<file path="config.mk">
export PLATFORM = sky130hd
export DESIGN_NAME = id_ex_stage_flat
export DESIGN_NICKNAME = d
export VERILOG_FILES = /design/src/rtl/id_ex_if.sv /design/src/rtl/id_ex_stage.sv /design/src/flat_wrapper.sv
export SDC_FILE = /design/constraint.sdc
export NUM_CORES = 1
export LEC_CHECK = 0
export ABC_AREA = 0
export BUFFER_PORTS_ARGS = -buffer_cell sky130_fd_sc_hd__buf_2
export CORE_MARGIN = 3
export CORE_UTILIZATION = 42
export CTS_CLUSTER_SIZE = 24
export DETAILED_ROUTE_END_ITERATION = 12
export PLACE_DENSITY_LB_ADDON = 0.08
export SYNTH_ARGS = -nofsm -noshare
export SYNTH_HDL_FRONTEND = slang
export SYNTH_SLANG_ARGS = --single-unit
</file>
<file path="constraint.sdc">
create_clock -name clk -period 1.9 [get_ports clk]
set_input_delay 0.38 -clock clk [delete_from_list [all_inputs] [get_ports clk]]
set_output_delay 0.38 -clock clk [all_outputs]
set_load 0.01 [all_outputs]
</file>
<file path="src/rtl/id_ex_if.sv">
// id_ex_if: D-stage inputs, EX-stage register outputs and hazard/forwarding
// signals of the decode-to-execute boundary.
// master = pipeline side driving decode data, slave = the id_ex_stage block.
interface id_ex_if #(parameter int DW = 32);
   // decode side
   logic          valid_d;
   logic [DW-1:0] rd1_d, rd2_d, imm_d;
   logic [4:0]    rs_d, rt_d, rd_d;
   logic          reg_wr_d, mem_to_reg_d, mem_wr_d, alu_src_d, reg_dst_d;
   logic [2:0]    alu_ctrl_d;
   // redirect and downstream destinations
   logic          flush_e;
   logic [4:0]    wa_m, wa_w;
   logic          reg_wr_m, reg_wr_w;
   // hazard outputs
   logic          stall_f, stall_d;
   // execute side
   logic          valid_e, reg_wr_e, mem_to_reg_e, mem_wr_e, alu_src_e;
   logic [2:0]    alu_ctrl_e;
   logic [DW-1:0] rd1_e, rd2_e, imm_e;
   logic [4:0]    rs_e, rt_e, wa_e;
   logic [1:0]    fwd_a_e, fwd_b_e;

   modport master (
      output valid_d, rd1_d, rd2_d, imm_d, rs_d, rt_d, rd_d,
             reg_wr_d, mem_to_reg_d, mem_wr_d, alu_src_d, reg_dst_d, alu_ctrl_d,
             flush_e, wa_m, wa_w, reg_wr_m, reg_wr_w,
      input  stall_f, stall_d, valid_e, reg_wr_e, mem_to_reg_e, mem_wr_e,
             alu_src_e, alu_ctrl_e, rd1_e, rd2_e, imm_e, rs_e, rt_e, wa_e,
             fwd_a_e, fwd_b_e
   );

   modport slave (
      input  valid_d, rd1_d, rd2_d, imm_d, rs_d, rt_d, rd_d,
             reg_wr_d, mem_to_reg_d, mem_wr_d, alu_src_d, reg_dst_d, alu_ctrl_d,
             flush_e, wa_m, wa_w, reg_wr_m, reg_wr_w,
      output stall_f, stall_d, valid_e, reg_wr_e, mem_to_reg_e, mem_wr_e,
             alu_src_e, alu_ctrl_e, rd1_e, rd2_e, imm_e, rs_e, rt_e, wa_e,
             fwd_a_e, fwd_b_e
   );
endinterface

</file>
<file path="src/rtl/id_ex_stage.sv">
// id_ex_stage: ID/EX pipeline register of the five-stage MIPS core.
// Load-use detection with a one-cycle bubble, branch flush, EX forwarding selects.
// Optional macro ID_EX_PERF_EN adds saturating stall_cnt / flush_cnt ports.
module id_ex_stage #(parameter int DW = 32) (
   input  logic        clk,
   input  logic        rst,
   id_ex_if.slave      bus
`ifdef ID_EX_PERF_EN
   ,
   output logic [31:0] stall_cnt,
   output logic [31:0] flush_cnt
`endif
);

   typedef struct packed {
      logic          valid;
      logic          reg_wr;
      logic          mem_to_reg;
      logic          mem_wr;
      logic          alu_src;
      logic [2:0]    alu_ctrl;
      logic [DW-1:0] rd1;
      logic [DW-1:0] rd2;
      logic [DW-1:0] imm;
      logic [4:0]    rs;
      logic [4:0]    rt;
      logic [4:0]    wa;
   } ex_t;

   ex_t  ex_q, ex_n;
   logic lu;

   // Load in EX whose destination is read by the instruction in D; $0 never stalls.
   // rt is compared even for I-type, which costs a rare spurious stall but no decode.
   assign lu = bus.valid_d & ex_q.valid & ex_q.mem_to_reg & (ex_q.wa != 5'd0) &
               ((ex_q.wa == bus.rs_d) | (ex_q.wa == bus.rt_d));

   assign bus.stall_f = lu;
   assign bus.stall_d = lu;

   // Next EX contents: data always captured, controls gated by valid_d.
   always_comb begin
      ex_n            = '0;
      ex_n.valid      = bus.valid_d;
      ex_n.reg_wr     = bus.valid_d & bus.reg_wr_d;
      ex_n.mem_to_reg = bus.valid_d & bus.mem_to_reg_d;
      ex_n.mem_wr     = bus.valid_d & bus.mem_wr_d;
      ex_n.alu_src    = bus.valid_d & bus.alu_src_d;
      ex_n.alu_ctrl   = bus.valid_d ? bus.alu_ctrl_d : 3'd0;
      ex_n.rd1        = bus.rd1_d;
      ex_n.rd2        = bus.rd2_d;
      ex_n.imm        = bus.imm_d;
      ex_n.rs         = bus.rs_d;
      ex_n.rt         = bus.rt_d;
      ex_n.wa         = bus.reg_dst_d ? bus.rd_d : bus.rt_d;
   end

   // EX register: reset, then bubble on stall or flush, else advance.
   always_ff @(posedge clk) begin
      if (rst)               ex_q <= '0;
      else if (lu | bus.flush_e) ex_q <= '0;
      else                   ex_q <= ex_n;
   end

   assign bus.valid_e      = ex_q.valid;
   assign bus.reg_wr_e     = ex_q.reg_wr;
   assign bus.mem_to_reg_e = ex_q.mem_to_reg;
   assign bus.mem_wr_e     = ex_q.mem_wr;
   assign bus.alu_src_e    = ex_q.alu_src;
   assign bus.alu_ctrl_e   = ex_q.alu_ctrl;
   assign bus.rd1_e        = ex_q.rd1;
   assign bus.rd2_e        = ex_q.rd2;
   assign bus.imm_e        = ex_q.imm;
   assign bus.rs_e         = ex_q.rs;
   assign bus.rt_e         = ex_q.rt;
   assign bus.wa_e         = ex_q.wa;

   // MEM result is younger than WB, so it wins when both match.
   function automatic logic [1:0] fwd_sel(input logic [4:0] src);
      if (bus.reg_wr_m && (bus.wa_m != 5'd0) && (bus.wa_m == src))      return 2'b10;
      else if (bus.reg_wr_w && (bus.wa_w != 5'd0) && (bus.wa_w == src)) return 2'b01;
      else                                                              return 2'b00;
   endfunction

   assign bus.fwd_a_e = fwd_sel(ex_q.rs);
   assign bus.fwd_b_e = fwd_sel(ex_q.rt);

`ifdef ID_EX_PERF_EN
   // Saturating event counters; a flush coinciding with a stall counts as a stall only.
   always_ff @(posedge clk) begin
      if (rst) begin
         stall_cnt <= '0;
         flush_cnt <= '0;
      end else begin
         if (lu && stall_cnt != 32'hFFFF_FFFF)
            stall_cnt <= stall_cnt + 32'd1;
         if (bus.flush_e && !lu && flush_cnt != 32'hFFFF_FFFF)
            flush_cnt <= flush_cnt + 32'd1;
      end
   end
`endif

endmodule
</file>
<file path="src/flat_wrapper.sv">
// flat-port wrapper written by rule: the top's interface ports become plain ports
module id_ex_stage_flat 
#(parameter int DW = 32)
  (clk, rst, bus_valid_d, bus_rd1_d, bus_rd2_d, bus_imm_d, bus_rs_d, bus_rt_d, bus_rd_d, bus_reg_wr_d, bus_mem_to_reg_d, bus_mem_wr_d, bus_alu_src_d, bus_reg_dst_d, bus_alu_ctrl_d, bus_flush_e, bus_wa_m, bus_wa_w, bus_reg_wr_m, bus_reg_wr_w, bus_stall_f, bus_stall_d, bus_valid_e, bus_reg_wr_e, bus_mem_to_reg_e, bus_mem_wr_e, bus_alu_src_e, bus_alu_ctrl_e, bus_rd1_e, bus_rd2_e, bus_imm_e, bus_rs_e, bus_rt_e, bus_wa_e, bus_fwd_a_e, bus_fwd_b_e);
  id_ex_if #(.DW(DW)) bus_i ();
  input  logic clk;
  input  logic rst;
  input wire logic [$bits(bus_i.valid_d)-1:0] bus_valid_d;
  input wire logic [$bits(bus_i.rd1_d)-1:0] bus_rd1_d;
  input wire logic [$bits(bus_i.rd2_d)-1:0] bus_rd2_d;
  input wire logic [$bits(bus_i.imm_d)-1:0] bus_imm_d;
  input wire logic [$bits(bus_i.rs_d)-1:0] bus_rs_d;
  input wire logic [$bits(bus_i.rt_d)-1:0] bus_rt_d;
  input wire logic [$bits(bus_i.rd_d)-1:0] bus_rd_d;
  input wire logic [$bits(bus_i.reg_wr_d)-1:0] bus_reg_wr_d;
  input wire logic [$bits(bus_i.mem_to_reg_d)-1:0] bus_mem_to_reg_d;
  input wire logic [$bits(bus_i.mem_wr_d)-1:0] bus_mem_wr_d;
  input wire logic [$bits(bus_i.alu_src_d)-1:0] bus_alu_src_d;
  input wire logic [$bits(bus_i.reg_dst_d)-1:0] bus_reg_dst_d;
  input wire logic [$bits(bus_i.alu_ctrl_d)-1:0] bus_alu_ctrl_d;
  input wire logic [$bits(bus_i.flush_e)-1:0] bus_flush_e;
  input wire logic [$bits(bus_i.wa_m)-1:0] bus_wa_m;
  input wire logic [$bits(bus_i.wa_w)-1:0] bus_wa_w;
  input wire logic [$bits(bus_i.reg_wr_m)-1:0] bus_reg_wr_m;
  input wire logic [$bits(bus_i.reg_wr_w)-1:0] bus_reg_wr_w;
  output wire logic [$bits(bus_i.stall_f)-1:0] bus_stall_f;
  output wire logic [$bits(bus_i.stall_d)-1:0] bus_stall_d;
  output wire logic [$bits(bus_i.valid_e)-1:0] bus_valid_e;
  output wire logic [$bits(bus_i.reg_wr_e)-1:0] bus_reg_wr_e;
  output wire logic [$bits(bus_i.mem_to_reg_e)-1:0] bus_mem_to_reg_e;
  output wire logic [$bits(bus_i.mem_wr_e)-1:0] bus_mem_wr_e;
  output wire logic [$bits(bus_i.alu_src_e)-1:0] bus_alu_src_e;
  output wire logic [$bits(bus_i.alu_ctrl_e)-1:0] bus_alu_ctrl_e;
  output wire logic [$bits(bus_i.rd1_e)-1:0] bus_rd1_e;
  output wire logic [$bits(bus_i.rd2_e)-1:0] bus_rd2_e;
  output wire logic [$bits(bus_i.imm_e)-1:0] bus_imm_e;
  output wire logic [$bits(bus_i.rs_e)-1:0] bus_rs_e;
  output wire logic [$bits(bus_i.rt_e)-1:0] bus_rt_e;
  output wire logic [$bits(bus_i.wa_e)-1:0] bus_wa_e;
  output wire logic [$bits(bus_i.fwd_a_e)-1:0] bus_fwd_a_e;
  output wire logic [$bits(bus_i.fwd_b_e)-1:0] bus_fwd_b_e;
  assign bus_i.valid_d = bus_valid_d;
  assign bus_i.rd1_d = bus_rd1_d;
  assign bus_i.rd2_d = bus_rd2_d;
  assign bus_i.imm_d = bus_imm_d;
  assign bus_i.rs_d = bus_rs_d;
  assign bus_i.rt_d = bus_rt_d;
  assign bus_i.rd_d = bus_rd_d;
  assign bus_i.reg_wr_d = bus_reg_wr_d;
  assign bus_i.mem_to_reg_d = bus_mem_to_reg_d;
  assign bus_i.mem_wr_d = bus_mem_wr_d;
  assign bus_i.alu_src_d = bus_alu_src_d;
  assign bus_i.reg_dst_d = bus_reg_dst_d;
  assign bus_i.alu_ctrl_d = bus_alu_ctrl_d;
  assign bus_i.flush_e = bus_flush_e;
  assign bus_i.wa_m = bus_wa_m;
  assign bus_i.wa_w = bus_wa_w;
  assign bus_i.reg_wr_m = bus_reg_wr_m;
  assign bus_i.reg_wr_w = bus_reg_wr_w;
  assign bus_stall_f = bus_i.stall_f;
  assign bus_stall_d = bus_i.stall_d;
  assign bus_valid_e = bus_i.valid_e;
  assign bus_reg_wr_e = bus_i.reg_wr_e;
  assign bus_mem_to_reg_e = bus_i.mem_to_reg_e;
  assign bus_mem_wr_e = bus_i.mem_wr_e;
  assign bus_alu_src_e = bus_i.alu_src_e;
  assign bus_alu_ctrl_e = bus_i.alu_ctrl_e;
  assign bus_rd1_e = bus_i.rd1_e;
  assign bus_rd2_e = bus_i.rd2_e;
  assign bus_imm_e = bus_i.imm_e;
  assign bus_rs_e = bus_i.rs_e;
  assign bus_rt_e = bus_i.rt_e;
  assign bus_wa_e = bus_i.wa_e;
  assign bus_fwd_a_e = bus_i.fwd_a_e;
  assign bus_fwd_b_e = bus_i.fwd_b_e;
  id_ex_stage #(.DW(DW)) u_core (.clk(clk), .rst(rst), .bus(bus_i));
endmodule
</file>
==> results of run 1 <==
## report_power, final
group	internal, mW	total [mW]	switching (mW)
registers	2.60	2.64	0.0401
clock network	1.87	2.97	1.10
logic	0.300	0.644	0.344
## area by class of cell
type                            instances  area share [%]
Clock buffer                           21            6.77
Clock inverter                         11            1.98
Tap cell                              129            2.55
Multi-Input combinational cell        277            26.6
Inverter                               15           0.889
Sequential cell                       119            38.1
Timing Repair Buffer                  274            23.1
## stage by stage
step / utilization, % / setup WS, ns / power, mW
2_1_floorplan: - / -0.00170 / 2.96
3_3_place_gp: 59.2 / -0.106 / 3.27
3_5_place_dp: 59.2 / -0.139 / 3.28
4_1_cts: 66.6 / -0.294 / 6.28
5_1_grt: 67.6 / -0.353 / 6.49
6_report: 67.6 / -0.260 / 6.25
## cells by family (layout without fill, tap and decap cells)
| group | count (synthesis) | in the layout |
|---|---|---|
| AO/OA/AOI/OAI | 123 | 123 |
| XOR/XNOR | 30 | 30 |
| buffers and inverters | 55 | 321 |
| flip-flops | 119 | 119 |
| multiplexers | 5 | 5 |
| AND/OR/NAND/NOR | 119 | 119 |
## routing by layer
metal	part of all wire, %	vias to the layer above	GRT usage [%]	wire length [um]
met2	51	182	38.6	6430
met5	0.055	-	0	7
li1	-	2010	-	-
met3	9.2	30	8.65	1160
met4	2.3	2	10.3	291
met1	37	1813	24.0	4730
## worst reg2reg max path: cells and delay by family, from the launching register on
| kind | cells | cell delay [ns] |
|---|---|---|
| buffers and inverters | 2 | 0.55 |
| and+or+nand+nor | 1 | 0.11 |
| AOI/OAI and AO/OA | 2 | 0.36 |
| xor gates and xnor gates | 1 | 0.13 |
| DFF | 1 | 0.40 |
## cell usage in the layout, fill, tap and decap left out, types with 2 or more instances in the layout
master	count
a211oi_1	20
a21oi_1	99
buf_12	3
buf_2	257
buf_4	11
buf_6	3
bufinv_16	2
clkbuf_1	4
clkbuf_16	16
clkinv_2	3
clkinv_4	2
clkinvlp_4	2
dfxtp_1	105
dfxtp_2	9
dfxtp_4	5
inv_1	15
inv_6	2
mux2i_1	5
nand2_1	100
nand3_2	4
nor4_2	2
nor4_4	2
or4_1	2
or4_4	2
xnor2_1	7
xnor2_2	7
xnor2_4	2
xor2_1	13
## cell usage after synthesis, drive strengths merged, types with 5 or more instances
cell / number / area [um2]
dfxtp: 119 / 2380
xnor2: 16 / 140
a211oi: 20 / 150
inv: 15 / 56.3
clkbuf: 21 / 78.8
nand2: 100 / 375
mux2i: 5 / 50.1
xor2: 14 / 123
buf: 19 / 93.8
a21oi: 100 / 500
nand3: 5 / 25.0
## flip-flops by register name, summed over array words and instances, names as in the netlist, 3 cells and up
register / cells
u_core.bus.wa_e: 5
u_core.bus.rs_e: 5
u_core.bus.rd2_e: 32
u_core.bus.rd1_e: 32
u_core.bus.rt_e: 5
u_core.bus.imm_e: 32
u_core.bus.alu_ctrl_e: 3
## worst max path at each step
| stage | endpoint | cells past startpoint | slack, ns | startpoint |
|---|---|---|---|---|
| finish | bus_fwd_a_e[0] | 4 | -0.26 | u_core.bus.rs_e[4] |
| floorplan | bus_stall_f | 6 | -0.002 | u_core.bus.wa_e[1] |
| CTS | bus_fwd_b_e[0] | 4 | -0.29 | u_core.bus.rt_e[3] |
| global route | bus_fwd_b_e[0] | 4 | -0.35 | u_core.bus.rt_e[3] |
| detailed placement | bus_fwd_a_e[0] | 6 | -0.14 | bus_wa_w[4] |
| global placement | bus_fwd_a_e[0] | 6 | -0.11 | bus_wa_w[0] |
## what timing repair did
action                                  4_1_cts  5_1_grt
gates resized for setup                      31       13
endpoints found under the setup margin        6        6
setup buffers                                 3        0
pin swaps                                    13        5
cloned                                        0        0
==> impl_metrics.toml, run 1 <==
[run_status]
status = "finished with violations"
violations = "setup timing"

[worst_setup_path]
start_kind = "register"
path_class = "reg -> out"
critical_path_required_ns = 1.52
ff2ff_setup_slack_ns = 0.22
critPathCaptureType = "output port"
critPathTopFamily = "simple AND/OR/NAND/NOR gates"
cpMaxStageDelayCell = "or4_1"
reg2reg_depth = 6
crit_fanout = 3
cp.arrival_ns = 1.78
rr_endpoint = "u_core.bus.rd1_e[9]"
r2r-start = "u_core.bus.wa_e[2]"
cp.buffers_inverters = 1
slowest_delay_ns = 0.52
cp_cell_sequence = "xor2_1, or4_1, nor4_2, buf_2"

[floorplanning]
io_pins = 260
start_util_pct = 43.7
fp.dieArea_um2 = 11000
die_w_um = 105
chipHeight_um = 105
core-area_um2 = 9370
fp-row-count = 35

[route]
drc = 0
first_pass_iters = 4
num_vias = 4037
final_antenna_net_count = 0
drt_iter0_markers = 171
drt-total-wl_um = 12600
wl_per_cell_um = 14.9
vias_per_cell = 4.77

[timing]
rsz0062_at_grt = "true"
fmax_mhz = 463
period_share_pct = 114
slew_headroom_pct = 66.7
layout_min_cycle_time_ns = 2.16
tightestPinTransition_ns = 0.499
setup_ws_ns = -0.260
hold_ws_ns = 0.0887
hold_viol = 0
slew_viol_final = 0
tns_ns = -0.729
setup_viol = 5
finClkSkew_ns = 0.00770

[global_route]
grt-ovfl-total = 0
grt_pass1_wl_um = 19600
grt_pass1_vias = 3920
track_usage_pct = 22.4
grt_max_degree = 120
antenna_found_initial = 1

[yosys]
synth_xor_area_share_pct = 6.41
synth_mux_area_share_pct = 1.22
syn_area_um2 = 4100
synthFlopType = "dfxtp_1"
yosys_register_bits = 119
yosysSeqAreaShare_pct = 58.2
synth-compound-area-share_pct = 16.4
synth-edff-count = 0
syn_inst = 451
syn_area_per_cell_um2 = 9.08
synthSimpleGateAreaFrac_pct = 12.2
synthArstFlopShare_pct = 0
synth_fa_ha_area_share_pct = 0
synth.distinct_cells = 24
synth_top_family_by_area = "compound AO/OA/AOI/OAI gates"
ys_warn_count = 0
syn-num-nets = 586

[run]
drv_cap = 0

[cts]
clkTransAtPathRegs_ns = 0.06
hold_buffers = 0
cts-root-buf = "clkbuf_8"
cts_tree = "built"
cts-buffers-inserted = 17
insertion_delay_ns = 0.50
cts_htree_levels = 4
cts.path.max_buffers = 2
clkSinkCount = 119

[hold_path]
hold_depth = 3
hp-class = "in -> reg"
min_to = "u_core.bus.rd2_e[13]"
hp-start = "bus_rd2_d[13]"

[finish]
multi_input_area_um2 = 1690
syn2layout_area_growth_pct = 54.6
nNetsFinal = 839
final_cell_count_no_fill = 846
drive_gt1_share_pct = 48.0
ff_latch_area_um2 = 2410
num-fill-cells = 803
diodes = 0
final_cell_area_um2 = 6330

[place]
dp_hpwl_um = 8810
routabilityCongestion = 0.897
placed_cell_area_um2 = 5550
place_inst = 811
portBuffers = 259

[pwr]
power.density_nw_per_um2 = 986
total_leakage_power_nw = 3.20
vdd_drop_max_mv = 0.743
Note: power is estimated with default switching activity, not from simulation.
==> inputs of run 2 (changes only) <==
Settings changed: REMOVE_ABC_BUFFERS from default to 1.
==> run 2 against run 1 <==
Against the previous run:
- highest routed layer is now met4
- combinational power about the same
- first-iteration DRC count down 0.58%
- cell area increased by 0.38%
- clock-buffer cell count shrank 3
- worst setup slack worse by 0.094 ns
- maximum frequency down 4.2%
- global-route usage is 0.38 points higher
- critical path depth grew 2
- the flow still finishes with violations (setup timing)
- flip-flop and latch count unchanged
- die area did not move
- critical path type is now in -> out
- sequential share of layout area down 0.18 points
==> impl_metrics.toml, run 2 (synthesized netlist as in run 1, its figures left out) <==
[run_status]
status = "finished with violations"
violations = "setup timing"

[place]
portBuffers = 259
dp_slack_ns = -0.214
dp_hpwl_um = 8830
placed_cell_area_um2 = 5560
routabilityCongestion = 0.853

[timing]
slew_headroom_pct = 74.8
setup_ws_ns = -0.354
period_share_pct = 119
slew_viol_final = 0
finClkSkew_ns = 0.0134
fmax_mhz = 444
hold_viol = 0
tightestPinTransition_ns = 0.379
setup_viol = 6
rsz0062_at_grt = "true"
layout_min_cycle_time_ns = 2.25

[hold_path]
hp-class = "in -> reg"

[run]
drv_cap = 0

[floorplanning]
fp.dieArea_um2 = 11000
fp-row-count = 35
io_pins = 260
start_util_pct = 43.7
chipHeight_um = 105
die_w_um = 105
core-area_um2 = 9370

[cts]
hold_buffers = 0
clkTransAtPathRegs_ns = 0.06
cts.path.max_buffers = 2
cts-buffers-inserted = 17
clkSinkCount = 119
cts_tree = "built"
cts-root-buf = "clkbuf_8"
insertion_delay_ns = 0.51
cts_htree_levels = 4

[global_route]
grt_max_degree = 91
grt-ovfl-total = 0
antenna_found_initial = 0
grt_pass1_vias = 4102
grt_pass1_wl_um = 19800
track_usage_pct = 22.7

[route]
vias_per_cell = 4.73
drt-total-wl_um = 12600
drt_iter0_markers = 170
first_pass_iters = 4
num_vias = 3994
drc = 0
final_antenna_net_count = 0
wl_per_cell_um = 15.0

[finish]
final_common_cell = "buf_2"
final_cell_area_um2 = 6360
diodes = 0
syn2layout_area_growth_pct = 55.2
final_cell_mix = "buf_2, dfxtp_1, nand2_1, a21oi_1, a211oi_1"
nNetsFinal = 837
drive_gt1_share_pct = 48.4
multi_input_area_um2 = 1680
ff_latch_area_um2 = 2410
num-fill-cells = 837
post-route-util_pct = 67.9

[worst_setup_path]
slowest_delay_ns = 0.57
start_kind = "input pin"
crit_fanout = 2
cpMaxStageDelayCell = "or4_1"
critPathTopFamily = "simple AND/OR/NAND/NOR gates"
critical_path_required_ns = 1.52
cp.arrival_ns = 1.87
critPathCaptureType = "output port"
cp_cell_sequence = "buf_2, or4_1, o21ai_2, nor4_4, nor4_2, buf_2"
path_class = "in -> out"
crit_top_cell = "buf_2"
cp.buffers_inverters = 2

[pwr]
power.total_mw = 6.34
total_leakage_power_nw = 3.21
power.density_nw_per_um2 = 997
vdd_drop_max_mv = 0.609
run 2: what timing repair did:
action,in CTS,in global routing
pin swaps,14,2
endpoints found under the setup margin,6,6
setup buffers,1,1
gates resized for setup,33,12
run 2: layout make-up:
type,instances,share of cell area [%]
inverters,15,0.885
well taps,129,2.54
multi-input cells,277,26.5
flip-flops and latches,119,37.9
clock inverters,14,2.38
repair buffers,272,23.1
clock buffers,18,6.73
run 2: worst paths after layout:
check / from / end / slack (ns) / depth (start not counted)
hold / removal: bus_rd1_d[4] / u_core.bus.rd1_e[4] / 0.09 / 3
hold reg to reg: u_core.bus.mem_to_reg_e / u_core.bus.rd2_e[13] / 0.87 / 4
setup / recovery: bus_wa_m[0] / bus_fwd_b_e[0] / -0.35 / 6
setup reg to reg: u_core.bus.wa_e[0] / u_core.bus.rd2_e[9] / 0.30 / 6
run 2: metrics by stage:
| stage | hold slack (ns) | cells | TNS, ns |
|---|---|---|---|
| 2_1_floorplan | 0.494 | 411 | -413.22 |
| 3_3_place_gp | 0.597 | 810 | -0.375 |
| 3_5_place_dp | 0.603 | 810 | -0.417 |
| 4_1_cts | 0.0653 | 843 | -0.872 |
| 5_1_grt | 0.0607 | 844 | -1.31 |
| 6_report | 0.0859 | 844 | -0.977 |
run 2: report_power, final:
group | switching (mW) | leakage (nW) | internal, mW
clock network | 1.16 | 0.270 | 1.91
logic | 0.342 | 1.96 | 0.300
registers | 0.0407 | 0.983 | 2.59
run 2: metal layers:
| metal | vias up | global-route usage [%] | part of all wire [%] |
|---|---|---|---|
| met5 | - | 0 | 0 |
| met4 | 0 | 10.5 | 3.5 |
| met3 | 33 | 9.26 | 8.2 |
| met2 | 171 | 39.7 | 50 |
| met1 | 1792 | 23.8 | 38 |
| li1 | 1998 | - | - |
run 2: worst reg2reg max path, cell delays in order, from the launching register on:
cell and delay (ns):
dfxtp_4 0.40, xnor2_2 0.13, nand3_2 0.11, o22ai_4 0.17, buf_4 0.15, buf_12 0.34, a21oi_1 0.15
